--- config.mk ---
export PLATFORM = sky130hd
export DESIGN_NAME = mux_tree_cfgchain
export DESIGN_NICKNAME = d
export VERILOG_FILES = /design/src/rtl/mux_cfg_pkg.sv /design/src/rtl/mux_tree_param.sv /design/src/rtl/mux_tree_cfgchain.sv
export SDC_FILE = /design/constraint.sdc
export NUM_CORES = 1
export LEC_CHECK = 0
export ABC_AREA = 1
export BUFFER_PORTS_ARGS = -buffer_cell sky130_fd_sc_hd__buf_4
export CORE_MARGIN = 2
export CORE_UTILIZATION = 44
export DETAILED_ROUTE_END_ITERATION = 8
export HOLD_SLACK_MARGIN = 0.08
export PLACE_DENSITY = 0.8
export SLEW_MARGIN = 20
export SYNTH_ARGS = -nofsm -noshare
export SYNTH_HDL_FRONTEND = slang
export SYNTH_SLANG_ARGS = --single-unit
--- constraint.sdc ---
create_clock -name prog_clk -period 2 [get_ports prog_clk]
set_input_delay 0.4 -clock prog_clk [delete_from_list [all_inputs] [get_ports prog_clk]]
set_output_delay 0.4 -clock prog_clk [all_outputs]
set_load 0.1 [all_outputs]
--- src/rtl/mux_cfg_pkg.sv ---
// Shared constants and helpers for the config-chain routing mux.
// Chain order and padding value live here so both files agree.
package mux_cfg_pkg;

    localparam logic CONST1_VAL = 1'b1;
    localparam bit   MSB_FIRST  = 1'b1;

    // Select width with a floor of one bit, so N_IN=2 still gets a select.
    function automatic int sel_width(input int n);
        return (n > 2) ? $clog2(n) : 1;
    endfunction

endpackage

--- src/rtl/mux_tree_param.sv ---
// Binary tree of MUX2 cells; leaves beyond N_IN are tied to const1.
// Level 0 is the padded leaf row, level SEL_W is the root.
module mux_tree_param
    import mux_cfg_pkg::*;
#(
    parameter int N_IN = 45
) (
    input  logic [N_IN-1:0]            in,
    input  logic [sel_width(N_IN)-1:0] sel,
    output logic                       out
);

    localparam int SEL_W  = sel_width(N_IN);
    localparam int LEAVES = 1 << SEL_W;

    genvar lv, j;
    generate
        for (lv = 0; lv <= SEL_W; lv++) begin : g_lvl
            logic [(LEAVES >> lv)-1:0] v;
            if (lv == 0) begin : g_leaf
                for (j = 0; j < LEAVES; j++) begin : g_pad
                    if (j < N_IN) begin : g_in
                        assign v[j] = in[j];
                    end else begin : g_one
                        assign v[j] = CONST1_VAL;
                    end
                end
            end else begin : g_mux
                logic s;
                logic s_n;
                assign s   = sel[lv-1];
                assign s_n = ~s;
                for (j = 0; j < (LEAVES >> lv); j++) begin : g_cell
                    assign v[j] = (s   & g_lvl[lv-1].v[2*j+1])
                                | (s_n & g_lvl[lv-1].v[2*j]);
                end
            end
        end
    endgenerate

    // Output buffer stage (buf4).
    assign out = g_lvl[SEL_W].v[0];

endmodule

--- src/rtl/mux_tree_cfgchain.sv ---
// Routing mux with serial config shadow register and explicit commit.
// Shifting only touches the shadow, so the datapath never glitches.
module mux_tree_cfgchain
    import mux_cfg_pkg::*;
#(
    parameter int                         N_IN      = 45,
    parameter logic [sel_width(N_IN)-1:0] RESET_SEL = '1,
    parameter int                         OUT_REG   = 0
) (
    input  logic                       prog_clk,
    input  logic                       pReset,
    input  logic [N_IN-1:0]            in,
    input  logic                       ccff_head,
    input  logic                       ccff_shift_en,
    output logic                       ccff_tail,
    input  logic                       cfg_commit,
    output logic                       out,
    output logic [sel_width(N_IN)-1:0] sel_active,
    output logic                       cfg_err
);

    localparam int SEL_W = sel_width(N_IN);
    localparam int CNT_W = $clog2(SEL_W + 1);
    localparam logic [CNT_W-1:0] CNT_FULL = CNT_W'(SEL_W);

    logic [SEL_W-1:0] shadow_q, shadow_d;
    logic [SEL_W-1:0] active_q, active_d;
    logic [CNT_W-1:0] bit_cnt_q, bit_cnt_d;
    logic             err_q, err_d;

    logic [SEL_W-1:0] shifted;
    logic [CNT_W-1:0] cnt_base;
    logic             commit_ok;
    logic             out_c;

    assign commit_ok = cfg_commit & (bit_cnt_q == CNT_FULL);

    always_comb begin
        shifted = MSB_FIRST
            ? ((shadow_q << 1) | SEL_W'(ccff_head))
            : ((shadow_q >> 1) | (SEL_W'(ccff_head) << (SEL_W - 1)));
    end

    // Commit sees pre-shift shadow/count; a same-cycle shift then counts from 0.
    always_comb begin
        active_d  = active_q;
        shadow_d  = shadow_q;
        err_d     = err_q | (cfg_commit & ~commit_ok);
        cnt_base  = commit_ok ? '0 : bit_cnt_q;
        bit_cnt_d = cnt_base;
        if (commit_ok) begin
            active_d = shadow_q;
        end
        if (ccff_shift_en) begin
            shadow_d = shifted;
            if (cnt_base != CNT_FULL) begin
                bit_cnt_d = cnt_base + CNT_W'(1);
            end
        end
    end

    always_ff @(posedge prog_clk or posedge pReset) begin
        if (pReset) begin
            shadow_q  <= '0;
            active_q  <= RESET_SEL;
            bit_cnt_q <= '0;
            err_q     <= 1'b0;
        end else begin
            shadow_q  <= shadow_d;
            active_q  <= active_d;
            bit_cnt_q <= bit_cnt_d;
            err_q     <= err_d;
        end
    end

    assign ccff_tail  = MSB_FIRST ? shadow_q[SEL_W-1] : shadow_q[0];
    assign sel_active = active_q;
    assign cfg_err    = err_q;

    mux_tree_param #(
        .N_IN (N_IN)
    ) u_tree (
        .in  (in),
        .sel (active_q),
        .out (out_c)
    );

    generate
        if (OUT_REG != 0) begin : g_oreg
            logic out_q, out_d;
            always_comb out_d = out_c;
            always_ff @(posedge prog_clk or posedge pReset) begin
                if (pReset) begin
                    out_q <= CONST1_VAL;
                end else begin
                    out_q <= out_d;
                end
            end
            assign out = out_q;
        end else begin : g_comb
            assign out = out_c;
        end
    endgenerate

endmodule
==> reports/results.ini <==
[die]
die_w_um = 54.4
core_um2 = 2430
rows = 18
ios = 59
die_h_um = 54.4
start_util_pct = 46.0
dieArea_um2 = 2960

[pwr]
switching_share_pct = 55.0
p_seq_share_pct = 21.6
p_leak_nw = 0.904
comb_power_share_pct = 72.0
p_int_mw = 1.20
power.switching_mw = 1.46
p_clk_share_pct = 6.4
power_density_nw_per_um2 = 1570
ir_worst_vdd_mv = 2.02

[global_routing]
grt_max_degree = 25
grt_usage_pct = 22.2
grt_busiest_layer = met2
use_met1_pct = 25.9
grt_use_met3_pct = 4.37
antenna_found_initial = 0
grt_pass1_wl_um = 4690
first_global_vias = 1161
overflow = 0
grt_use_met2_pct = 39.0

[routing]
firstDrtPassIters = 4
drtIter0Drc = 38
routedWlPerCell_um = 11.8
drt.antenna.violating_nets = 0
drcViolationCount = 0
wirelength_um = 3210
vias = 1367
viasPerCell = 5.04

[status]
failed_checks = setup timing
outcome = finished with violations

[sta]
max_freq_ghz = 0.434
fin_crit_sh_pct = 115
skew_ns = 0.00231
max-slew-margin-rel_pct = 61.6
hold_violations = 0
final-setup-viol-count = 1
maxSlewViolCount = 0
period_needed_ns = 2.30
rsz0062_at_grt = yes
fin_ws_ns = -0.305
tightest_slew_ns = 0.575

[clock_network]
cts_tree = built
cts_sinks = 16
clock_latency_ns = 0.28
htreeDepth = 1
cts_max_path_buffers = 2
cts-hold-fix-buffers = 0
cts_root_buf = clkbuf_4
clk_pin_slew_worst_paths_ns = 0.09
cts_inserted_buffers = 3

[yosys]
synth_area_um2 = 1120
ys_ff_latch = 16
yosys.cell_types.count = 19
syn-num-nets = 229
ys_seq_area_share_pct = 36.5
synth_warnings = 0
syn-instance-count = 178
postSynthAreaPerCell_um2 = 6.28

[final_layout]
stdcell_area_um2 = 1690
drive_gt1_share_pct = 33.6
final_common_cell = nand2_1
fin_nets = 293
synthToLayoutAreaGrowth_pct = 51.2
fillers = 221
instances_no_fill = 271
final_cell_mix = nand2_1 (72), buf_4 (65), nand3_1 (35)
n_antenna_cell = 0

[setup_path]
critPathMaxStageDelay_ns = 0.67
crit_path_max_fanout = 5
setup.worst_path.end_class = primary output
cp-start-kind = flop
slowest_stage = dfstp_4
crit_arrival_ns = 1.90
crit_required_ns = 1.60
path_buf_inv = 2
crit_type = flop to primary output
path_delay_family = flip-flops
path_cells = buf_4 > nand2_1 > nand3_1 > nand3_1 > nand2_1 > nand2_1 > nand3_1 > nand3_2 > nand2_8 > buf_12

[placed_design]
dpl.hpwl_um = 2420
place_area_um2 = 1600
gp_congestion = 0.810
dp_cells = 261
port-buffer-count = 58

[job]
max_cap_viol_count = 0

[min_path]
hp-class = input pin to asynchronous set/reset pin

[per-layer routing]
metal	routed length, um	vias up
li1	-	698
met1	1310	612
met2	1610	51
met3	240	6
met4	44	0
met5	0	-
[state kept, by name (all words and copies together) (netlist names)]
signal and flops:
bit_cnt_q 3, shadow_q 6, cfg_err 1, sel_active 6
[cells by family (layout without fill, tap and decap cells)]
kind of cell / count (synthesis) / count (layout) / share of synthesized area (%)
and+or+nand+nor: 121 / 121 / 44.7
DFF: 16 / 16 / 36.5
buffers and inverters: 23 / 86 / 9.28
AOI/OAI and AO/OA: 16 / 16 / 7.61
adders and majority gates: 1 / 1 / 1.12
xor gates and xnor gates: 1 / 1 / 0.783
[power groups by stage]
stage	Sequential (mW)	Combinational (mW)	Clock, mW
after floorplan	0.968	1.05	0
after global placement	0.614	1.65	0
after detailed placement	0.620	1.68	0
after CTS	0.570	1.88	0.174
after global routing	0.587	2.06	0.197
final	0.575	1.92	0.169
[timing repair]
action | in CTS | in global routing
gates resized for setup | 4 | 1
setup endpoints to repair | 1 | 1
setup buffers | 4 | 2
[final timing paths]
kind                                            from                   endpoint  slack [ns]  depth (start not counted)
max                        sel_active[0]$_DFFE_PP1P_                        out       -0.30                         10
min                                           pReset     bit_cnt_q[1]$_DFF_PP0_        0.17                          2
max in group asynchronous                     pReset  sel_active[4]$_DFFE_PP1P_        1.45                          2
min reg2reg                        cfg_err$_DFF_PP0_          cfg_err$_DFF_PP0_        0.49                          1
min in group prog_clk                      ccff_head    shadow_q[0]$_DFFE_PP0P_        0.31                          3
max reg2reg                   bit_cnt_q[0]$_DFF_PP0_     bit_cnt_q[0]$_DFF_PP0_        0.38                          8
[synth_stat cells (all sizes together)]
cell / n / area (um2)
nand2: 74 / 278
nand3: 36 / 180
inv: 14 / 52.6
o21ai: 14 / 70.1
dfrtp: 10 / 250
nor2: 10 / 37.5
buf: 7 / 43.8
dfstp: 6 / 158
a22oi: 1 / 7.51
clkbuf: 1 / 3.75
clkinv: 1 / 3.75
ha: 1 / 12.5
nor3: 1 / 5.00
o21bai: 1 / 7.51
xor2: 1 / 8.76
[cell type report]
type	count	area [um2]	share of cell area, %
Inverter	15	58.8	3.48
Clock buffer	3	22.5	1.33
Sequential cell	16	415	24.6
Clock inverter	1	3.75	0.222
Timing Repair Buffer	67	523	30.9
Tap cell	30	37.5	2.22
Multi-Input combinational cell	139	631	37.3
[through the flow]
step / power, mW / utilization, % / TNS, ns / hold WS (ns) / setup slack [ns]
floorplan: 2.02 / - / -0.0887 / 0.309 / -0.0887
global placement: 2.26 / 65.8 / -0.115 / 0.464 / -0.115
detailed placement: 2.30 / 65.8 / -0.162 / 0.473 / -0.162
CTS: 2.62 / 68.8 / -0.292 / 0.186 / -0.292
global route: 2.85 / 69.5 / -0.474 / 0.205 / -0.474
finish: 2.66 / 69.5 / -0.305 / 0.171 / -0.305
Note: power is estimated with default switching activity, not from simulation.
